==> config.mk <==
export PLATFORM = sky130hd
export DESIGN_NAME = bias_loader
export DESIGN_NICKNAME = d
export VERILOG_FILES = /design/src/rtl/bias_loader.sv
export SDC_FILE = /design/constraint.sdc
export NUM_CORES = 1
export LEC_CHECK = 0
export ABC_AREA = 1
export CAP_MARGIN = 20
export CORE_MARGIN = 4
export CORE_UTILIZATION = 52
export CTS_CLUSTER_DIAMETER = 200
export DETAILED_ROUTE_END_ITERATION = 12
export PLACE_DENSITY = 0.88
export SYNTH_ARGS = -nofsm -noshare
export SYNTH_HDL_FRONTEND = slang
export SYNTH_SLANG_ARGS = --single-unit
==> constraint.sdc <==
create_clock -name clk_i -period 1.6 [get_ports clk_i]
set_input_delay 0.32 -clock clk_i [delete_from_list [all_inputs] [get_ports clk_i]]
set_output_delay 0.32 -clock clk_i [all_outputs]
set_load 0.02 [all_outputs]
==> src/rtl/bias_loader.sv <==
// -----------------------------------------------------------------------------
// bias_loader
//
// Runtime writer for the per-channel bias bank. Bias words arrive one per beat
// on a valid/ready stream. They are packed into a shadow bank and then copied
// to the active bank. The copy waits while the compute engine holds lock_i, so
// a layer in flight always sees a stable set of biases.
//
// Ports
//   clk_i         clock, single domain
//   rst_ni        synchronous active-low reset; clears both banks
//   start_i       begin a new load; only honoured in IDLE
//   s_valid_i     bias word valid
//   s_ready_o     loader accepts a word (decoded from the registered state)
//   s_data_i      bias word, two's complement, stored bit-exact
//   s_last_i      final word of a load packet
//   lock_i        active bank in use; the commit waits while this is high
//   data_o        active bank, packed [NUM_CH-1:0][WIDTH-1:0]
//   bias_valid_o  active bank holds a committed set (sticky until reset)
//   busy_o        FSM not in IDLE
//   done_o        one-cycle pulse in the cycle a commit becomes visible
//   err_o         sticky packet-length error, cleared by the next start
//
// State table
//   IDLE   | waiting for start_i, stream not ready
//   LOAD   | accepting words into the shadow bank
//   FLUSH  | packet too long: discard words up to and including s_last_i
//   COMMIT | shadow complete; copy to active bank once lock_i is low
// -----------------------------------------------------------------------------
module bias_loader #(
    // Defaults match K_CHANNELS / ACC_WIDTH of the accelerator configuration.
    parameter int NUM_CH = 4,
    parameter int WIDTH  = 32
) (
    input  logic                           clk_i,
    input  logic                           rst_ni,
    input  logic                           start_i,
    input  logic                           s_valid_i,
    output logic                           s_ready_o,
    input  logic [WIDTH-1:0]               s_data_i,
    input  logic                           s_last_i,
    input  logic                           lock_i,
    output logic [NUM_CH-1:0][WIDTH-1:0]   data_o,
    output logic                           bias_valid_o,
    output logic                           busy_o,
    output logic                           done_o,
    output logic                           err_o
);

    localparam int CW = (NUM_CH > 1) ? $clog2(NUM_CH) : 1;
    localparam logic [CW-1:0] LAST_IDX = CW'(NUM_CH - 1);

    typedef enum logic [1:0] {
        IDLE   = 2'd0,
        LOAD   = 2'd1,
        FLUSH  = 2'd2,
        COMMIT = 2'd3
    } state_t;

    state_t                         state_q, state_nxt;
    logic [CW-1:0]                  cnt_q, cnt_nxt;
    logic                           err_q, err_nxt;
    logic                           done_q, done_nxt;
    logic                           valid_q;
    logic                           shadow_we;
    logic                           commit;
    logic                           beat;
    logic [NUM_CH-1:0][WIDTH-1:0]   shadow_q;
    logic [NUM_CH-1:0][WIDTH-1:0]   active_q;

    // Ready depends only on the registered state, never on s_valid_i.
    assign s_ready_o = (state_q == LOAD) || (state_q == FLUSH);
    assign beat      = s_valid_i && s_ready_o;

    always_comb begin
        state_nxt = state_q;
        cnt_nxt   = cnt_q;
        err_nxt   = err_q;
        done_nxt  = 1'b0;
        shadow_we = 1'b0;
        commit    = 1'b0;
        case (state_q)
            IDLE: begin
                if (start_i) begin
                    state_nxt = LOAD;
                    cnt_nxt   = '0;
                    err_nxt   = 1'b0;
                end
            end
            LOAD: begin
                if (beat) begin
                    shadow_we = 1'b1;
                    if (cnt_q == LAST_IDX) begin
                        // Counter holds at the last index instead of wrapping.
                        if (s_last_i) begin
                            state_nxt = COMMIT;
                        end else begin
                            err_nxt   = 1'b1;
                            state_nxt = FLUSH;
                        end
                    end else begin
                        cnt_nxt = cnt_q + 1'b1;
                        if (s_last_i) begin
                            err_nxt   = 1'b1;
                            state_nxt = IDLE;
                        end
                    end
                end
            end
            FLUSH: begin
                if (beat && s_last_i) begin
                    state_nxt = IDLE;
                end
            end
            COMMIT: begin
                if (!lock_i) begin
                    commit    = 1'b1;
                    done_nxt  = 1'b1;
                    state_nxt = IDLE;
                end
            end
            default: begin
                state_nxt = IDLE;
            end
        endcase
    end

    always_ff @(posedge clk_i) begin
        if (!rst_ni) begin
            state_q  <= IDLE;
            cnt_q    <= '0;
            err_q    <= 1'b0;
            done_q   <= 1'b0;
            valid_q  <= 1'b0;
            shadow_q <= '0;
            active_q <= '0;
        end else begin
            state_q <= state_nxt;
            cnt_q   <= cnt_nxt;
            err_q   <= err_nxt;
            done_q  <= done_nxt;
            // Word i lands in channel NUM_CH-1-i so the first word drives
            // the top channel, matching the bias store hex-file order.
            if (shadow_we) begin
                shadow_q[LAST_IDX - cnt_q] <= s_data_i;
            end
            if (commit) begin
                active_q <= shadow_q;
                valid_q  <= 1'b1;
            end
        end
    end

    assign data_o       = active_q;
    assign bias_valid_o = valid_q;
    assign busy_o       = (state_q != IDLE);
    assign done_o       = done_q;
    assign err_o        = err_q;

endmodule

==> results <==
==> final timing paths <==
kind | to | slack, ns | cells after the start
hold reg to reg | shadow_q[10] | 0.45 | 2
setup reg to reg | shadow_q[46] | 0.01 | 8
hold / removal | data_o[115] | 0.16 | 3
setup / recovery | s_ready_o | -0.02 | 3
==> cell type report <==
class	instances	area, um2	area share [%]
clock buffer	35	736	5.99
timing repair buffer	227	2380	19.4
tap	225	282	2.29
sequential	263	5270	42.9
inverter	141	529	4.31
multi-input combinational	566	3030	24.6
clock inverter	8	65.1	0.529
==> state kept, by name, summed over array words and instances, names as in the netlist <==
name          count
err_o             1
done_o            1
cnt_q             2
data_o          128
bias_valid_o      1
shadow_q        128
state_q           2
==> stage by stage <==
stage / hold WS (ns) / area (um2)
floorplan: 0.429 / 9180
global placement: 0.435 / 11300
detailed placement: 0.441 / 11300
CTS: 0.136 / 12000
global route: 0.150 / 12300
finish: 0.157 / 12300
==> where the power goes <==
group	switching, mW	internal (mW)	leakage (nW)	total [mW]
clock network	2.44	3.35	0.402	5.79
logic	1.92	1.36	2.64	3.27
registers	0.263	7.13	2.13	7.39
total	4.62	11.8	5.17	16.5
==> kinds of logic after synthesis <==
kind of cell,share of synthesized area (%)
buf+inv,11.0
fa+ha+maj,1.09
flops,57.4
compound gates,28.2
simple gates,2.30
==> timing repair <==
item / in CTS / in global routing
resized for setup: 154 / 114
gates cloned: 1 / 4
setup buffers: 1 / 7
setup endpoints to repair: 238 / 192
==> layer usage <==
metal | wire length, um | track usage [%] | vias to the layer above
met3 | 1740 | 4.92 | 46
met4 | 593 | 7.65 | 0
li1 | - | - | 3873
met1 | 10900 | 31.9 | 3808
met5 | 0 | 0 | -
met2 | 11500 | 35.9 | 299
==> layout by cell type (no fill, tap or decap), types with 2 or more instances in the layout <==
cell,instances
sky130_fd_sc_hd__buf_6,10
sky130_fd_sc_hd__nand3_1,8
sky130_fd_sc_hd__buf_16,6
sky130_fd_sc_hd__a21oi_1,250
sky130_fd_sc_hd__clkbuf_8,3
sky130_fd_sc_hd__clkdlybuf4s15_1,9
sky130_fd_sc_hd__ha_4,2
sky130_fd_sc_hd__dlygate4sd2_1,122
sky130_fd_sc_hd__o21ai_1,176
sky130_fd_sc_hd__dfxtp_1,261
sky130_fd_sc_hd__clkbuf_1,5
sky130_fd_sc_hd__buf_12,15
sky130_fd_sc_hd__nand2_1,13
sky130_fd_sc_hd__o21ai_0,72
sky130_fd_sc_hd__a21oi_2,9
sky130_fd_sc_hd__clkdlybuf4s50_1,36
sky130_fd_sc_hd__nor2_2,2
sky130_fd_sc_hd__buf_4,25
sky130_fd_sc_hd__dfxtp_2,2
sky130_fd_sc_hd__o21ai_2,10
sky130_fd_sc_hd__ha_1,5
sky130_fd_sc_hd__nand3_4,3
sky130_fd_sc_hd__inv_1,136
sky130_fd_sc_hd__clkinv_2,7
sky130_fd_sc_hd__clkbuf_16,31
sky130_fd_sc_hd__inv_2,5
sky130_fd_sc_hd__nor2_1,11
==> synth_stat cells, drive strengths merged <==
master  instances
buf            63
a21oi         259
dfxtp         263
ha              8
nor2           14
o21ai         259
inv           141
nand2          15
nand3          11
clkbuf         20
==> critical path, cell delays in order, from the launching register on <==
cell and delay [ns]:
sky130_fd_sc_hd__dfxtp_2 0.35, sky130_fd_sc_hd__inv_2 0.06, sky130_fd_sc_hd__ha_4 0.26, sky130_fd_sc_hd__buf_6 0.11
==> report_table.html <==
<table>
<tr><th>Metric</th><th>Value</th></tr>
<tr><th colspan="2">Synthesis</th></tr>
<tr><td>Ranking of synthesized cells by area</td><td>sky130_fd_sc_hd__dfxtp_1, sky130_fd_sc_hd__a21oi_1, sky130_fd_sc_hd__o21ai_0, sky130_fd_sc_hd__o21ai_1, sky130_fd_sc_hd__inv_1</td></tr>
<tr><td>Register area share after synthesis</td><td>57.4%</td></tr>
<tr><td>Number of nets in the synthesized netlist</td><td>1099</td></tr>
<tr><td>Mean Syn Cell Area</td><td>8.72 um2</td></tr>
<tr><td>Cell taking the most area after synthesis</td><td>sky130_fd_sc_hd__dfxtp_1</td></tr>
<tr><td>Synth cell types</td><td>18</td></tr>
<tr><td>Total number of yosys warnings</td><td>0</td></tr>
<tr><td>Gate Count Post-Synth</td><td>1053</td></tr>
<tr><td>Area share of the largest cell type after synthesis</td><td>57.4%</td></tr>
<tr><td>Synth Register Bits</td><td>263</td></tr>
<tr><td>Netlist Area Pre-Place</td><td>9180 um2</td></tr>
<tr><th colspan="2">CTS</th></tr>
<tr><td>Total number of H-tree levels</td><td>1</td></tr>
<tr><td>Clock root cell</td><td>sky130_fd_sc_hd__clkbuf_16</td></tr>
<tr><td>Number of buffers created by CTS</td><td>26</td></tr>
<tr><td>CTS tree</td><td>built</td></tr>
<tr><td>Clk slew on worst S/H paths</td><td>0.07 ns</td></tr>
<tr><td>Hold bufs inserted after CTS</td><td>0</td></tr>
<tr><td>Deepest clock path buffer count</td><td>3</td></tr>
<tr><td>Clock latency at the later pin of the worst-skew pair</td><td>0.52 ns</td></tr>
<tr><td>CTS sink count</td><td>263</td></tr>
<tr><th colspan="2">Cells and area</th></tr>
<tr><td>Syn-to-layout area delta</td><td>33.9%</td></tr>
<tr><td>Number of antenna repair diodes</td><td>0</td></tr>
<tr><td>Utilization of the core after routing</td><td>71.1%</td></tr>
<tr><td>Fraction of final layout cells with drive strength greater than 1</td><td>11.0%</td></tr>
<tr><td>Post-layout net count</td><td>1271</td></tr>
<tr><td>Number of standard cells in the final layout excluding fillers</td><td>1465</td></tr>
<tr><td>Fill count</td><td>1275</td></tr>
<tr><th colspan="2">STA</th></tr>
<tr><td>Final count of pins violating max slew</td><td>0</td></tr>
<tr><td>Setup TNS</td><td>-0.0187 ns</td></tr>
<tr><td>Setup-failing EPs final</td><td>1</td></tr>
<tr><td>Unrepaired setup endpoints after global routing</td><td>true</td></tr>
<tr><td>Minimum clock period</td><td>1.62 ns</td></tr>
<tr><td>Max-slew headroom at the worst pin</td><td>76.9%</td></tr>
<tr><td>Clock skew after layout</td><td>0.0215 ns</td></tr>
<tr><td>Max frequency</td><td>618 MHz</td></tr>
<tr><td>Final Hold Fails</td><td>0</td></tr>
<tr><td>Actual slew at the worst max-slew pin</td><td>0.346 ns</td></tr>
<tr><td>Post-layout worst setup margin</td><td>-0.0187 ns</td></tr>
<tr><td>Final clock period utilization by the worst path</td><td>101%</td></tr>
<tr><th colspan="2">Floorplanning</th></tr>
<tr><td>CORE AREA</td><td>17300 um2</td></tr>
<tr><td>Floorplan die height</td><td>141 um</td></tr>
<tr><td>Initial Utilization</td><td>53.1%</td></tr>
<tr><td>IO Count</td><td>171</td></tr>
<tr><td>Area enclosed by the die boundary</td><td>19800 um2</td></tr>
<tr><td>Rows</td><td>48</td></tr>
<tr><td>Die Width</td><td>141 um</td></tr>
<tr><th colspan="2">Setup path</th></tr>
<tr><td>Kind of capture point of the worst setup path</td><td>output pin</td></tr>
<tr><td>Data required time at the worst endpoint</td><td>1.28 ns</td></tr>
<tr><td>Beginning of the worst register-to-register path</td><td>state_q[0]</td></tr>
<tr><td>Category of the critical setup timing path</td><td>reg -&gt; out</td></tr>
<tr><td>Worst setup SP type</td><td>register</td></tr>
<tr><td>Worst-path maximum fanout</td><td>3</td></tr>
<tr><td>Arrival time of the worst setup path</td><td>1.30 ns</td></tr>
<tr><td>Origin of the worst setup path</td><td>state_q[0]</td></tr>
<tr><th colspan="2">Routing</th></tr>
<tr><td>ANT nets after route</td><td>0</td></tr>
<tr><td>DRC Markers</td><td>0</td></tr>
<tr><td>Count of vias placed by the detailed router</td><td>8026</td></tr>
<tr><td>Violation count after the first detailed-route iteration</td><td>712</td></tr>
<tr><td>Final wirelength</td><td>24800 um</td></tr>
<tr><td>Router iterations before antenna repair</td><td>5</td></tr>
<tr><td>Via/cell ratio</td><td>5.48</td></tr>
<tr><td>WL per Instance</td><td>16.9 um</td></tr>
<tr><th colspan="2">Power and ir drop</th></tr>
<tr><td>Ratio of total power to cell area</td><td>1340 nW/um2</td></tr>
<tr><td>Static Leak</td><td>5.17 nW</td></tr>
<tr><td>Sum of internal, switching and leakage power</td><td>16.5 mW</td></tr>
<tr><td>Max IR drop VDD</td><td>1.19 mV</td></tr>
<tr><th colspan="2">Placement</th></tr>
<tr><td>Worst setup timing slack at the placement stage</td><td>-0.0873 ns</td></tr>
<tr><td>Count of buffers inserted at the top-level ports</td><td>170</td></tr>
<tr><td>Placed wire-length estimate</td><td>15400 um</td></tr>
<tr><td>Last weighted congestion value of the routability-driven placer</td><td>0.889</td></tr>
<tr><td>Cell Count Post-Placement</td><td>1409</td></tr>
<tr><th colspan="2">Run status</th></tr>
<tr><td>Outcome</td><td>complete, but fails checks</td></tr>
<tr><td>Violated checks</td><td>negative setup slack</td></tr>
<tr><th colspan="2">Global route</th></tr>
<tr><td>Largest net degree at the start of global routing</td><td>64</td></tr>
<tr><td>Total congestion overflow</td><td>0</td></tr>
<tr><td>Antenna violations before repair</td><td>0</td></tr>
<tr><td>Global routing usage summed across all routing layers</td><td>23.0%</td></tr>
<tr><td>Global-route wire length before repair</td><td>37900 um</td></tr>
<tr><td>Vias in the first global route</td><td>7425</td></tr>
<tr><th colspan="2">Worst hold path</th></tr>
<tr><td>Hold Startpoint</td><td>rst_ni</td></tr>
<tr><td>Min-Delay Path Class</td><td>in -&gt; reg</td></tr>
<tr><th colspan="2">Flow run</th></tr>
<tr><td>Number of maximum-capacitance violations</td><td>0</td></tr>
</table>
(Power assumes the default switching activity.)
